$ cat src/rtl/crtc_config_loader_if.sv
// rtl/crtc_config_loader_if.sv - load control, CPU-side and CRTC-side bus bundle for the CRTC config loader
interface crtc_config_loader_if;
    logic       start_i;
    logic       mode_i;
    logic       cpu_wr_strobe_i;
    logic       cpu_cs_i;
    logic       cpu_rw_ni;
    logic       cpu_rs_i;
    logic [7:0] cpu_data_i;
    logic       crtc_wr_strobe_o;
    logic       crtc_cs_o;
    logic       crtc_rw_no;
    logic       crtc_rs_o;
    logic [7:0] crtc_data_o;
    logic       busy_o;
    logic       done_o;
    logic       conflict_o;

    // slave: the loader itself
    modport slave (
        input  start_i, mode_i,
        input  cpu_wr_strobe_i, cpu_cs_i, cpu_rw_ni, cpu_rs_i, cpu_data_i,
        output crtc_wr_strobe_o, crtc_cs_o, crtc_rw_no, crtc_rs_o, crtc_data_o,
        output busy_o, done_o, conflict_o
    );

    // master: whoever drives the CPU bus and load requests
    modport master (
        output start_i, mode_i,
        output cpu_wr_strobe_i, cpu_cs_i, cpu_rw_ni, cpu_rs_i, cpu_data_i,
        input  crtc_wr_strobe_o, crtc_cs_o, crtc_rw_no, crtc_rs_o, crtc_data_o,
        input  busy_o, done_o, conflict_o
    );
endinterface

$ cat src/rtl/crtc_config_loader.sv
// rtl/crtc_config_loader.sv - writes a 14-register CRTC mode table in idle CPU bus slots
module crtc_config_loader (
    input  logic                 sys_clock_i,
    input  logic                 reset_ni,
    crtc_config_loader_if.slave  bus
);

    typedef enum logic [1:0] {
        ST_IDLE = 2'd0,
        ST_ADDR = 2'd1,
        ST_DATA = 2'd2,
        ST_DONE = 2'd3
    } state_t;

    localparam logic [3:0] LAST_IDX = 4'd13;

    state_t     state_q, state_d;
    logic [3:0] idx_q, idx_d;
    logic       mode_q, mode_d;
    logic       conflict_q, conflict_d;

    logic       slot;
    logic       cpu_crtc_write;

    function automatic logic [7:0] reg_value(input logic mode, input logic [3:0] idx);
        logic [7:0] v;
        v = 8'h00;
        if (!mode) begin
            case (idx)
                4'd0:    v = 8'd63;
                4'd1:    v = 8'd40;
                4'd2:    v = 8'd48;
                4'd3:    v = 8'h51;
                4'd4:    v = 8'd32;
                4'd5:    v = 8'd5;
                4'd6:    v = 8'd25;
                4'd7:    v = 8'd28;
                4'd8:    v = 8'd0;
                4'd9:    v = 8'd7;
                4'd10:   v = 8'd0;
                4'd11:   v = 8'd0;
                4'd12:   v = 8'h10;
                default: v = 8'h00;
            endcase
        end else begin
            case (idx)
                4'd0:    v = 8'd49;
                4'd1:    v = 8'd40;
                4'd2:    v = 8'd41;
                4'd3:    v = 8'h0F;
                4'd4:    v = 8'd40;
                4'd5:    v = 8'd5;
                4'd6:    v = 8'd25;
                4'd7:    v = 8'd33;
                4'd8:    v = 8'd0;
                4'd9:    v = 8'd7;
                4'd10:   v = 8'd0;
                4'd11:   v = 8'd0;
                4'd12:   v = 8'h10;
                default: v = 8'h00;
            endcase
        end
        return v;
    endfunction

    // A strobe with the CRTC deselected is a bus cycle the CPU is not using.
    assign slot           = ((state_q == ST_ADDR) || (state_q == ST_DATA)) &&
                            bus.cpu_wr_strobe_i && !bus.cpu_cs_i;
    assign cpu_crtc_write = bus.cpu_wr_strobe_i && bus.cpu_cs_i && !bus.cpu_rw_ni;

    always_ff @(posedge sys_clock_i or negedge reset_ni) begin
        if (!reset_ni) begin
            state_q    <= ST_IDLE;
            idx_q      <= 4'd0;
            mode_q     <= 1'b0;
            conflict_q <= 1'b0;
        end else begin
            state_q    <= state_d;
            idx_q      <= idx_d;
            mode_q     <= mode_d;
            conflict_q <= conflict_d;
        end
    end

    always_comb begin
        state_d    = state_q;
        idx_d      = idx_q;
        mode_d     = mode_q;
        conflict_d = 1'b0;
        case (state_q)
            ST_IDLE: begin
                if (bus.start_i) begin
                    mode_d  = bus.mode_i;
                    idx_d   = 4'd0;
                    state_d = ST_ADDR;
                end
            end
            ST_ADDR: begin
                if (slot) begin
                    state_d = ST_DATA;
                end
            end
            ST_DATA: begin
                // A CPU write may have moved the CRTC address pointer; re-send the address.
                if (cpu_crtc_write) begin
                    state_d    = ST_ADDR;
                    conflict_d = 1'b1;
                end else if (slot) begin
                    if (idx_q == LAST_IDX) begin
                        state_d = ST_DONE;
                    end else begin
                        idx_d   = idx_q + 4'd1;
                        state_d = ST_ADDR;
                    end
                end
            end
            default: begin
                state_d = ST_IDLE;
            end
        endcase
    end

    always_comb begin
        bus.crtc_wr_strobe_o = bus.cpu_wr_strobe_i;
        bus.crtc_cs_o        = bus.cpu_cs_i;
        bus.crtc_rw_no       = bus.cpu_rw_ni;
        bus.crtc_rs_o        = bus.cpu_rs_i;
        bus.crtc_data_o      = bus.cpu_data_i;
        if (slot) begin
            bus.crtc_wr_strobe_o = 1'b1;
            bus.crtc_cs_o        = 1'b1;
            bus.crtc_rw_no       = 1'b0;
            if (state_q == ST_ADDR) begin
                bus.crtc_rs_o   = 1'b0;
                bus.crtc_data_o = {4'b0000, idx_q};
            end else begin
                bus.crtc_rs_o   = 1'b1;
                bus.crtc_data_o = reg_value(mode_q, idx_q);
            end
        end
        bus.busy_o     = (state_q == ST_ADDR) || (state_q == ST_DATA);
        bus.done_o     = (state_q == ST_DONE);
        bus.conflict_o = conflict_q;
    end

endmodule
$ cat src/flat_wrapper.sv
// flat-port wrapper written by rule: the top's interface ports become plain ports
module crtc_config_loader_flat 
  (sys_clock_i, reset_ni, bus_start_i, bus_mode_i, bus_cpu_wr_strobe_i, bus_cpu_cs_i, bus_cpu_rw_ni, bus_cpu_rs_i, bus_cpu_data_i, bus_crtc_wr_strobe_o, bus_crtc_cs_o, bus_crtc_rw_no, bus_crtc_rs_o, bus_crtc_data_o, bus_busy_o, bus_done_o, bus_conflict_o);
  crtc_config_loader_if bus_i ();
  input  logic sys_clock_i;
  input  logic reset_ni;
  input wire logic [$bits(bus_i.start_i)-1:0] bus_start_i;
  input wire logic [$bits(bus_i.mode_i)-1:0] bus_mode_i;
  input wire logic [$bits(bus_i.cpu_wr_strobe_i)-1:0] bus_cpu_wr_strobe_i;
  input wire logic [$bits(bus_i.cpu_cs_i)-1:0] bus_cpu_cs_i;
  input wire logic [$bits(bus_i.cpu_rw_ni)-1:0] bus_cpu_rw_ni;
  input wire logic [$bits(bus_i.cpu_rs_i)-1:0] bus_cpu_rs_i;
  input wire logic [$bits(bus_i.cpu_data_i)-1:0] bus_cpu_data_i;
  output wire logic [$bits(bus_i.crtc_wr_strobe_o)-1:0] bus_crtc_wr_strobe_o;
  output wire logic [$bits(bus_i.crtc_cs_o)-1:0] bus_crtc_cs_o;
  output wire logic [$bits(bus_i.crtc_rw_no)-1:0] bus_crtc_rw_no;
  output wire logic [$bits(bus_i.crtc_rs_o)-1:0] bus_crtc_rs_o;
  output wire logic [$bits(bus_i.crtc_data_o)-1:0] bus_crtc_data_o;
  output wire logic [$bits(bus_i.busy_o)-1:0] bus_busy_o;
  output wire logic [$bits(bus_i.done_o)-1:0] bus_done_o;
  output wire logic [$bits(bus_i.conflict_o)-1:0] bus_conflict_o;
  assign bus_i.start_i = bus_start_i;
  assign bus_i.mode_i = bus_mode_i;
  assign bus_i.cpu_wr_strobe_i = bus_cpu_wr_strobe_i;
  assign bus_i.cpu_cs_i = bus_cpu_cs_i;
  assign bus_i.cpu_rw_ni = bus_cpu_rw_ni;
  assign bus_i.cpu_rs_i = bus_cpu_rs_i;
  assign bus_i.cpu_data_i = bus_cpu_data_i;
  assign bus_crtc_wr_strobe_o = bus_i.crtc_wr_strobe_o;
  assign bus_crtc_cs_o = bus_i.crtc_cs_o;
  assign bus_crtc_rw_no = bus_i.crtc_rw_no;
  assign bus_crtc_rs_o = bus_i.crtc_rs_o;
  assign bus_crtc_data_o = bus_i.crtc_data_o;
  assign bus_busy_o = bus_i.busy_o;
  assign bus_done_o = bus_i.done_o;
  assign bus_conflict_o = bus_i.conflict_o;
  crtc_config_loader u_core (.sys_clock_i(sys_clock_i), .reset_ni(reset_ni), .bus(bus_i));
endmodule
$ cat config.mk
export PLATFORM = sky130hd
export DESIGN_NAME = crtc_config_loader_flat
export DESIGN_NICKNAME = d
export VERILOG_FILES = /design/src/rtl/crtc_config_loader_if.sv /design/src/rtl/crtc_config_loader.sv /design/src/flat_wrapper.sv
export SDC_FILE = /design/constraint.sdc
export NUM_CORES = 1
export LEC_CHECK = 0
export ABC_AREA = 1
export CORE_MARGIN = 4
export CORE_UTILIZATION = 51
export CTS_BUF_LIST = sky130_fd_sc_hd__clkbuf_8
export DETAILED_ROUTE_END_ITERATION = 6
export PLACE_DENSITY = 0.87
export RECOVER_POWER = 100
export SYNTH_ARGS = -nofsm -noshare
export SYNTH_HDL_FRONTEND = slang
export SYNTH_SLANG_ARGS = --single-unit
$ cat constraint.sdc
create_clock -name sys_clock_i -period 3.6 [get_ports sys_clock_i]
set_clock_uncertainty 0.2 [all_clocks]
set_input_delay 0.72 -clock sys_clock_i [delete_from_list [all_inputs] [get_ports sys_clock_i]]
set_output_delay 0.72 -clock sys_clock_i [all_outputs]
set_load 0.01 [all_outputs]
==> impl_metrics.prom <==
# TYPE chip_impl_metric gauge
chip_impl_metric{name="max_freq",unit="GHz"} 0.2952
chip_impl_metric{name="p_leak",unit="nW"} 0.6754
chip_impl_metric{name="post-route-drc-count",unit=""} 0
chip_impl_metric{name="fin_crit_sh",unit="%"} 94.08
chip_impl_info{name="synth.cells.most_frequent",value="sky130_fd_sc_hd__nand2_1 (65), sky130_fd_sc_hd__inv_1 (18), sky130_fd_sc_hd__ha_1 (13), sky130_fd_sc_hd__nand3_1 (13)"} 1
chip_impl_metric{name="fp.dieArea",unit="sq mm"} 0.002678
chip_impl_metric{name="clk-insertion-delay-late",unit="ps"} 230
chip_impl_info{name="run_status",value="complete, no violations"} 1
chip_impl_metric{name="synth_top_cell_area_share",unit="%"} 25.00
chip_impl_metric{name="post_synthesis_net_count",unit=""} 185
chip_impl_metric{name="ys_async_sr_fraction",unit="%"} 100.0
chip_impl_metric{name="wl_per_cell",unit="microns"} 11.96
chip_impl_metric{name="final_critical_path_setup_slack",unit="ps"} 212.9
chip_impl_info{name="hold_class",value="flip-flop to flip-flop"} 1
chip_impl_metric{name="htreeDepth",unit=""} 1
chip_impl_metric{name="synth_sequential_area_ratio",unit="%"} 20.51
chip_impl_metric{name="slew_at_the_pin_closest_to_its_max_slew_limit",unit="ps"} 414.5
chip_impl_metric{name="final_core_utilization",unit="%"} 73.90
chip_impl_metric{name="grt_start_max_net_pins",unit=""} 13
chip_impl_metric{name="worst-endpoint-required",unit="ps"} 2680
chip_impl_info{name="rsz_0062_raised_after_global_routing",value="no"} 1
chip_impl_info{name="hold_end",value="u_core.state_q[1]$_DFFE_PN0P_"} 1
chip_impl_info{name="cpMaxStageDelayCell",value="sky130_fd_sc_hd__dlygate4sd3_1"} 1
chip_impl_metric{name="floorplan.die.width",unit="microns"} 51.75
chip_impl_metric{name="hold_path_depth",unit=""} 2
chip_impl_metric{name="multi_input_area",unit="sq um"} 651.9
chip_impl_metric{name="cp_data_arrival_time",unit="ps"} 2470
chip_impl_info{name="cts_tree",value="done"} 1
chip_impl_metric{name="sw_frac_of_total",unit="%"} 47.66
chip_impl_info{name="reg2reg_to",value="u_core.idx_q[3]$_DFFE_PN0P_"} 1
chip_impl_metric{name="detailedRoute.firstIterationViolations",unit=""} 43
chip_impl_info{name="critical_path.cell_chain",value="clkdlybuf4s50_1, nand3_2, nor2_1, nand4_1, nand2_1, dlygate4sd3_1"} 1
chip_impl_metric{name="initial_utilization",unit="%"} 55.32
chip_impl_info{name="endpoint_kind",value="output port"} 1
chip_impl_metric{name="yosys_warnings",unit=""} 0
chip_impl_metric{name="numCtsBuffers",unit=""} 3
chip_impl_info{name="crit_path_start_kind",value="input pin"} 1
chip_impl_metric{name="synth_edf_count",unit=""} 0
chip_impl_metric{name="layout-drive-gt1-share",unit="%"} 5.405
chip_impl_metric{name="timing_hold_violations_final",unit=""} 0
chip_impl_info{name="ys_top_cells_by_area",value="sky130_fd_sc_hd__nand2_1 (25%), sky130_fd_sc_hd__dfrtp_1 (21%), sky130_fd_sc_hd__ha_1 (17%)"} 1
chip_impl_metric{name="count_of_fill_cells_added_during_filler_insertion",unit=""} 150
chip_impl_metric{name="dp_worst_setup_slack",unit="ps"} 256.1
chip_impl_metric{name="postRouteWirelength",unit="microns"} 2511
chip_impl_info{name="min_from",value="u_core.state_q[1]$_DFFE_PN0P_"} 1
chip_impl_metric{name="io_buffer_count",unit=""} 30
chip_impl_metric{name="post_cts.repair.setup_buffers",unit=""} 0
chip_impl_metric{name="share_of_power_burned_in_the_clock_network",unit="%"} 15.6
chip_impl_info{name="yosysMostFrequentCell",value="sky130_fd_sc_hd__nand2_1"} 1
chip_impl_metric{name="antenna_violations_before_repair",unit=""} 0
chip_impl_metric{name="cts_repair_resize_count",unit=""} 0
chip_impl_metric{name="crit_fanout",unit=""} 9
chip_impl_metric{name="synth_cells",unit=""} 156
chip_impl_metric{name="ir_drop",unit="mV"} 0.4410
chip_impl_metric{name="r2r.worst_path.cells",unit=""} 7
chip_impl_metric{name="net_switching_power",unit="W"} 0.0003414
chip_impl_metric{name="globalRouteOverflowTotal",unit=""} 0
chip_impl_metric{name="final_net_count",unit=""} 216
chip_impl_metric{name="min_period",unit="ps"} 3387
chip_impl_info{name="netlist.top_cell.by_area",value="sky130_fd_sc_hd__nand2_1"} 1
chip_impl_info{name="postSynth.topFlopCell",value="sky130_fd_sc_hd__dfrtp_1"} 1
chip_impl_metric{name="post_synth_num_cell_types",unit=""} 23
chip_impl_metric{name="grt.total_usage",unit="%"} 20.97
chip_impl_metric{name="final_cell_area",unit="sq mm"} 0.001304
chip_impl_info{name="reg2reg_from",value="u_core.state_q[0]$_DFFE_PN0P_"} 1
chip_impl_metric{name="slew_violations",unit=""} 0
chip_impl_info{name="critical_path_class",value="input pin to output port"} 1
chip_impl_metric{name="ctsHoldBuffers",unit=""} 0
chip_impl_metric{name="cts.clk_slew.worst_paths",unit="ps"} 40
chip_impl_metric{name="placed_area",unit="sq mm"} 0.001270
chip_impl_metric{name="cts_buffer_depth",unit=""} 2
chip_impl_metric{name="slew-limit-headroom",unit="%"} 72.37
chip_impl_metric{name="netlist_area",unit="sq um"} 975.9
chip_impl_metric{name="chipHeight",unit="microns"} 51.75
chip_impl_metric{name="area_growth_syn_to_layout",unit="%"} 33.59
chip_impl_metric{name="placeable_core_region",unit="sq mm"} 0.001764
chip_impl_metric{name="critPathMaxStageDelay",unit="ps"} 600
chip_impl_metric{name="timing.hold.ws",unit="ps"} 377.3
chip_impl_metric{name="vias_per_cell",unit=""} 5.071
chip_impl_metric{name="rows",unit=""} 15
chip_impl_metric{name="grt_pass1_wl",unit="microns"} 4236
chip_impl_metric{name="setup_viol",unit=""} 0
chip_impl_metric{name="detailedPlacementHpwl",unit="microns"} 1938
chip_impl_metric{name="power_frac_seq",unit="%"} 20.4
chip_impl_metric{name="cts_num_sinks",unit=""} 8
chip_impl_metric{name="grt_pass1_vias",unit=""} 991
chip_impl_metric{name="postRouteAntennaNets",unit=""} 0
chip_impl_metric{name="place.gp.congestion",unit=""} 0.9414
chip_impl_metric{name="max-cap-violations",unit=""} 0
chip_impl_metric{name="seqCellArea",unit="sq um"} 200.2
chip_impl_metric{name="synthesis.area_per_instance",unit="sq um"} 6.256
chip_impl_metric{name="design.portCount",unit=""} 31
chip_impl_metric{name="n_antenna_cell",unit=""} 0
chip_impl_metric{name="internal_power",unit="W"} 0.0003748
chip_impl_metric{name="setup.reg_to_reg.worst_slack",unit="ps"} 1730
chip_impl_metric{name="synth.ff_latch_count",unit=""} 8
chip_impl_metric{name="fin_setup_tns",unit="ps"} 0
chip_impl_metric{name="p_per_area",unit="mW/mm^2"} 549.3
chip_impl_metric{name="p_comb_share",unit="%"} 64.1
chip_impl_metric{name="drt_pre_antenna_iters",unit=""} 4
chip_impl_metric{name="vias",unit=""} 1065
chip_impl_info{name="clockRootBuffer",value="sky130_fd_sc_hd__clkbuf_8"} 1
-- cells in the final DEF (no fill, tap or decap), types with 2 or more instances in the layout --
cell type | Yosys | routed
sky130_fd_sc_hd__a21oi_1 | 8 | 8
sky130_fd_sc_hd__clkbuf_8 | 0 | 3
sky130_fd_sc_hd__clkdlybuf4s50_1 | 0 | 14
sky130_fd_sc_hd__dfrtp_1 | 8 | 8
sky130_fd_sc_hd__dlygate4sd3_1 | 0 | 16
sky130_fd_sc_hd__ha_1 | 13 | 13
sky130_fd_sc_hd__inv_1 | 18 | 18
sky130_fd_sc_hd__nand2_1 | 65 | 66
sky130_fd_sc_hd__nand3_1 | 13 | 13
sky130_fd_sc_hd__nor2_1 | 7 | 7
sky130_fd_sc_hd__o21ai_0 | 2 | 4
sky130_fd_sc_hd__o21ai_1 | 5 | 3
sky130_fd_sc_hd__xor2_1 | 2 | 2
-- worst max-delay path, delay by kind of cell --
family        cells  cell delay (ps)
buf+inv           2             1130
simple gates      4              630
-- final cells by class --
type | count | share of cell area (%)
multi-input cells | 124 | 50.00
repair buffers | 31 | 23.61
inverters | 19 | 5.470
clock buffers | 3 | 3.167
well taps | 25 | 2.399
flip-flops and latches | 8 | 15.36
-- metal layers --
metal  GRT usage, %  vias up  wire, microns
li1               -      547              -
met1          25.40      462           1059
met2          34.96       48           1192
met3          6.304        8            207
met4          7.424        0             52
met5              0        -              0
-- power by group through the flow --
stage	Combinational, W	Clock (W)	Sequential, W
after floorplan	0.000322	0	0.000137
after global placement	0.000466	0	0.000145
after detailed placement	0.000478	0	0.000147
after CTS	0.000483	0.000111	0.000146
after global routing	0.000522	0.000118	0.000152
final	0.000459	0.000112	0.000146
-- logic make-up (layout without fill, tap and decap cells) --
kind of cell             after synthesis  after routing  synth area share (%)
flip-flops                             8              8                 20.51
buffers and inverters                 24             53                 11.92
AO/OA/AOI/OAI                         17             17                 9.359
adder cells (fa/ha/maj)               13             13                 16.67
XOR/XNOR                               2              2                 1.795
AND/OR/NAND/NOR                       92             92                 39.75
-- through the flow --
step                      total power, W  cells
after CTS                      0.0007397    210
after global routing           0.0007921    210
after floorplan                0.0004593    156
after global placement         0.0006117    207
final                          0.0007162    210
after detailed placement       0.0006251    207
-- worst max path at each step --
stage	startpoint	to	slack, ps	cells after the start
after global routing	bus_cpu_wr_strobe_i	bus_crtc_data_o[6]	90	6
after global placement	bus_cpu_wr_strobe_i	bus_crtc_data_o[6]	330	6
after detailed placement	bus_cpu_wr_strobe_i	bus_crtc_data_o[6]	260	6
final	bus_cpu_wr_strobe_i	bus_crtc_data_o[5]	210	6
after floorplan	u_core.state_q[0]$_DFFE_PN0P_	bus_crtc_data_o[6]	1260	6
after CTS	bus_cpu_wr_strobe_i	bus_crtc_data_o[6]	260	6
-- registers in the layout, indices dropped and copies added, names as in the netlist --
name,flops
u_core.bus.conflict_o,1
u_core.mode_q,1
u_core.idx_q,4
u_core.state_q,2
Power figures use the tool's default switching activity.
